File: src/rtl/dataflow_switch_ctrl.sv
// ============================================================================
//  Module      : dataflow_switch_ctrl
//  Description : Select-line sequencer for the two-source MIPI dataflow switch.
//                Optional drain timeout enabled by defining DFS_TIMEOUT_EN.
//  Revision    : 1.0  initial release
// ============================================================================
`default_nettype none

module dataflow_switch_ctrl #(
    parameter int IDLE_CYCLES    = 16,
    parameter int GUARD_CYCLES   = 8,
    parameter int TIMEOUT_CYCLES = 65535,
    parameter bit RESET_SEL      = 1'b0
) (
    input  logic       clk,
    input  logic       rst,
    input  logic       i_sel,
    input  logic [1:0] lp0_out_a,
    input  logic       hs_clk_en_a,
    input  logic       hs_data_en_a,
    input  logic [1:0] lp0_out_b,
    input  logic       hs_clk_en_b,
    input  logic       hs_data_en_b,
    output logic       o_state,
    output logic       o_busy,
    output logic       o_done,
    output logic       o_timeout
);

    localparam int IDLE_W  = $clog2(IDLE_CYCLES + 1);
    localparam int GUARD_W = $clog2(GUARD_CYCLES + 1);

    localparam logic [IDLE_W-1:0]  C_IDLE_MAX   = IDLE_W'(IDLE_CYCLES);
    localparam logic [GUARD_W-1:0] C_GUARD_LAST = GUARD_W'(GUARD_CYCLES - 1);

    typedef enum logic [1:0] {
        ST_RUN   = 2'd0,
        ST_DRAIN = 2'd1,
        ST_GUARD = 2'd2
    } state_t;

    state_t             r_st;
    logic [IDLE_W-1:0]  r_idle_cnt;
    logic [GUARD_W-1:0] r_guard_cnt;

    logic              w_idle_a;
    logic              w_idle_b;
    logic              w_qual;
    logic              w_req;
    logic [IDLE_W-1:0] w_idle_inc;
    logic              w_to_hit;

    // A source is quiet only in LP-11 stop state with both HS enables low.
    assign w_idle_a   = (lp0_out_a == 2'b11) & ~hs_clk_en_a & ~hs_data_en_a;
    assign w_idle_b   = (lp0_out_b == 2'b11) & ~hs_clk_en_b & ~hs_data_en_b;
    assign w_qual     = w_idle_a & w_idle_b;
    assign w_req      = (i_sel != o_state);
    assign w_idle_inc = (r_idle_cnt == C_IDLE_MAX) ? r_idle_cnt : r_idle_cnt + IDLE_W'(1);

`ifdef DFS_TIMEOUT_EN
    localparam int TO_W = $clog2(TIMEOUT_CYCLES + 1);

    localparam logic [TO_W-1:0] C_TO_MAX  = TO_W'(TIMEOUT_CYCLES);
    localparam logic [TO_W-1:0] C_TO_LAST = TO_W'(TIMEOUT_CYCLES - 1);

    logic [TO_W-1:0] r_to_cnt;

    assign w_to_hit = (r_st == ST_DRAIN) && (r_to_cnt == C_TO_LAST);

    // Held at zero outside DRAIN, so every DRAIN entry starts a fresh budget.
    always_ff @(posedge clk) begin
        if (rst) begin
            r_to_cnt  <= '0;
            o_timeout <= 1'b0;
        end else begin
            o_timeout <= w_to_hit && w_req;
            if (r_st == ST_DRAIN) begin
                if (r_to_cnt != C_TO_MAX) begin
                    r_to_cnt <= r_to_cnt + TO_W'(1);
                end
            end else begin
                r_to_cnt <= '0;
            end
        end
    end
`else
    assign w_to_hit  = 1'b0;
    assign o_timeout = 1'b0;
`endif

    always_ff @(posedge clk) begin
        if (rst) begin
            r_st        <= ST_RUN;
            o_state     <= RESET_SEL;
            o_busy      <= 1'b0;
            o_done      <= 1'b0;
            r_idle_cnt  <= '0;
            r_guard_cnt <= '0;
        end else begin
            o_done <= 1'b0;
            case (r_st)
                ST_RUN: begin
                    if (w_req) begin
                        r_st       <= ST_DRAIN;
                        o_busy     <= 1'b1;
                        r_idle_cnt <= '0;
                    end
                end
                ST_DRAIN: begin
                    // Withdrawal outranks both the forced and the qualified exits.
                    if (!w_req) begin
                        r_st   <= ST_RUN;
                        o_busy <= 1'b0;
                    end else if (w_to_hit) begin
                        r_st    <= ST_RUN;
                        o_busy  <= 1'b0;
                        o_state <= ~o_state;
                        o_done  <= 1'b1;
                    end else if (w_qual) begin
                        r_idle_cnt <= w_idle_inc;
                        if (w_idle_inc == C_IDLE_MAX) begin
                            r_st        <= ST_GUARD;
                            r_guard_cnt <= '0;
                        end
                    end else begin
                        r_idle_cnt <= '0;
                    end
                end
                ST_GUARD: begin
                    // Commit is unconditional once the guard interval has started.
                    if (r_guard_cnt == C_GUARD_LAST) begin
                        r_st    <= ST_RUN;
                        o_busy  <= 1'b0;
                        o_state <= ~o_state;
                        o_done  <= 1'b1;
                    end else begin
                        r_guard_cnt <= r_guard_cnt + GUARD_W'(1);
                    end
                end
                default: begin
                    r_st   <= ST_RUN;
                    o_busy <= 1'b0;
                end
            endcase
        end
    end

endmodule

`default_nettype wire

File: config.mk
export PLATFORM = sky130hd
export DESIGN_NAME = dataflow_switch_ctrl
export DESIGN_NICKNAME = d
export VERILOG_FILES = /design/src/rtl/dataflow_switch_ctrl.sv
export SDC_FILE = /design/constraint.sdc
export NUM_CORES = 1
export LEC_CHECK = 0
export CORE_ASPECT_RATIO = 0.5
export CORE_MARGIN = 3
export CORE_UTILIZATION = 25
export DETAILED_ROUTE_END_ITERATION = 7
export DONT_BUFFER_PORTS = 1
export PLACE_DENSITY_LB_ADDON = 0.1
export SLEW_MARGIN = 20
export SYNTH_ARGS = -nofsm -noshare
export SYNTH_HDL_FRONTEND = slang
export SYNTH_SLANG_ARGS = --single-unit
File: constraint.sdc
create_clock -name clk -period 1.75 [get_ports clk]
set_input_delay 0.2625 -clock clk [delete_from_list [all_inputs] [get_ports clk]]
set_output_delay 0.2625 -clock clk [all_outputs]
set_load 0.05 [all_outputs]
==> results.py <==
metrics = {
    "outcome": {
        "outcome": "finished, final reports clean",
    },
    "timing": {
        "rsz0062_at_grt": "true",
        "min_period_ps": 1640,
        "hold_viol": 0,
        "finalCritPeriodShare_pct": 93.74,
        "max_freq_mhz": 609.6,
        "slew_violations": 0,
        "fin_worst_skew_ps": 1.900,
        "setup_viol": 0,
    },
    "final_layout": {
        "finalInstanceArea_um2": 952.2,
        "fin_nets": 108,
        "antennaDiodeCount": 0,
        "area_growth_syn_to_layout_pct": 22.54,
        "drive_gt1_share_pct": 27.96,
        "seq_area_um2": 285.3,
        "final_util_pct": 34.43,
        "fill_cells": 293,
        "multi_input_area_um2": 490.5,
    },
    "yosys": {
        "netlist.area_leader.share_pct": 36.07,
        "netlist_top_cells_count": "dfxtp_1 (14), nor2_1 (7), nand3_1 (6), a21oi_1 (4), nand2_1 (4)",
        "synth_edf_count": 0,
        "yosysWarnings": 0,
        "synth_top_area_cell": "dfxtp_1",
        "synth_cell_type_count": 42,
        "syn-instance-count": 84,
        "synth_seq_area_share_pct": 36.07,
        "syn_nets": 98,
        "synth_top_flop_cell": "dfxtp_1",
        "syn_area_per_cell_um2": 9.250,
        "synthTopCellsByArea": "dfxtp_1 (36%), ha_1 (4.8%), nand3_1 (3.9%)",
        "async_flop_share_pct": 0,
        "synth_seq_cells": 14,
        "synthesis.area_um2": 777.0,
        "post-synth-top-count-cell": "dfxtp_1",
    },
    "hold_path": {
        "hold_class": "in -> reg",
    },
    "cts": {
        "postCtsHoldBufs": 0,
        "clk_latency_ps": 250,
        "cts.sinks": 14,
        "cts_tree": "built",
        "clockBufferDepth": 2,
        "clk_pin_slew_ps": 60,
        "cts_buffers": 3,
        "cts_htree_levels": 1,
        "clockRootBuffer": "clkbuf_8",
    },
    "critical_path": {
        "arrival_ps": 1820,
        "crit_path_max_fanout": 4,
        "worstSetupPathType": "reg -> reg",
        "worst_ep_required_time_ps": 1930,
        "startpoint_type": "flop",
        "end_kind": "flop",
    },
    "floorplan": {
        "die_w_um": 84.84,
        "core_area_um2": 2765,
        "ios": 15,
        "row_count": 13,
        "die_y_um": 45.42,
        "initial_core_util_pct": 28.10,
        "die_area_um2": 3853,
    },
    "pwr": {
        "comb_power_share_pct": 5.4,
        "p_sw_uw": 150.4,
        "switching_share_pct": 22.05,
        "power_density_nw_per_um2": 716.4,
        "pwr-share-seq_pct": 47.4,
        "p_leak_nw": 0.3351,
        "p_clk_share_pct": 47.2,
        "vdd_drop_max_uv": 317.2,
        "p_int_uw": 531.7,
    },
    "place": {
        "io_buffers": 0,
        "post_dp_cell_area_um2": 845.8,
        "dp_hpwl_um": 1253,
        "gp_congestion": 0.7714,
    },
    "global_routing": {
        "grt_max_degree": 13,
        "grt_pass1_wl_um": 2760,
        "first_global_vias": 592,
        "antenna_found_initial": 0,
        "track_usage_pct": 9.239,
        "overflow": 0,
    },
    "routing": {
        "ant_nets": 0,
        "drt-initial-drc-count": 49,
        "first_pass_iters": 4,
        "route.detailed.drc": 0,
        "wire_per_inst_um": 13.28,
        "vias_per_cell": 4.869,
        "routed_wl_um": 1726,
        "vias": 633,
    },
    "run": {
        "drv_cap": 0,
    },
}
==> per-stage QoR <==
stage	TNS (ps)	power [mW]	setup slack [ps]	cells	hold WS, ps
2_1_floorplan	0	0.3683	77.94	84	366.0
3_3_place_gp	0	0.3684	11.66	124	327.7
3_5_place_dp	-113.3	0.3690	-66.68	124	329.6
4_1_cts	0	0.6973	17.70	129	64.27
5_1_grt	-27.96	0.7071	-27.96	130	61.21
6_report	0	0.6821	109.5	130	70.97
==> cell type report <==
type                            count  area share [%]
Multi-Input combinational cell     63           51.51
Sequential cell                    14           29.96
Timing Repair Buffer                8           6.307
Clock buffer                        4           5.782
Tap cell                           37           4.862
Inverter                            4           1.577
==> power by group through the flow <==
stage | clock network, mW | logic, mW | registers [mW]
final | 0.322 | 0.0368 | 0.323
after global routing | 0.344 | 0.0391 | 0.324
after CTS | 0.335 | 0.0368 | 0.325
after detailed placement | 0 | 0.0367 | 0.332
after global placement | 0 | 0.0366 | 0.332
after floorplan | 0 | 0.0293 | 0.339
==> registers in the layout, summed over array words and instances (netlist names) <==
name and count:
o_state 1, r_guard_cnt 4, o_busy 1, r_st 2, r_idle_cnt 5, o_done 1
==> worst paths after layout <==
path	startpoint	endpoint	slack, ps	cells after the start
max	r_idle_cnt[0]	r_guard_cnt[1]	110	7
min	rst	r_idle_cnt[2]	70	1
max reg2reg	r_idle_cnt[0]	r_guard_cnt[1]	110	7
min reg2reg	r_guard_cnt[1]	r_guard_cnt[1]	480	2
==> layer usage <==
layer / GRT usage, % / vias up / wire length [µm]
li1: - / 323 / -
met1: 11.09 / 303 / 817
met2: 16.49 / 7 / 846
met3: 4.332 / 0 / 61
met4: 0 / 0 / 0
met5: 0 / - / 0
==> cell families (layout without fill, tap and decap cells) <==
group | Yosys count | after routing | synth area share, %
muxes | 2 | 2 | 2.577
other | 1 | 1 | 0.4826
adders and majority gates | 4 | 4 | 6.120
xor gates and xnor gates | 5 | 5 | 5.637
buffers and inverters | 7 | 16 | 4.830
DFF | 14 | 14 | 36.07
and+or+nand+nor | 35 | 35 | 28.99
AOI/OAI and AO/OA | 16 | 16 | 15.30
==> cells in the final DEF, fill, tap and decap left out, types with 2 or more instances in the layout <==
cell / instances
a21oi_1: 4
buf_4: 8
clkbuf_8: 4
dfxtp_1: 12
inv_1: 2
inv_2: 2
mux2i_1: 2
nand2_1: 4
nand2b_1: 2
nand3_1: 6
nand4bb_1: 2
nor2_1: 7
nor3_1: 3
xnor2_1: 2
xor2_1: 2
==> what timing repair did <==
| item | in CTS | in global routing |
|---|---|---|
| resized for setup | 3 | 6 |
| pin swaps | 2 | 2 |
| endpoints found under the setup margin | 4 | 3 |
| buffers inserted | 1 | 1 |
| gates cloned | 0 | 0 |
==> worst max-delay path: stages (launching register included) <==
cell,delay (ps)
dfxtp_2,350
inv_2,50
ha_4,160
and4bb_4,200
nor4_4,210
o2111ai_2,180
o21ai_2,220
mux2i_1,190
Note: power is estimated with default switching activity, not from simulation.
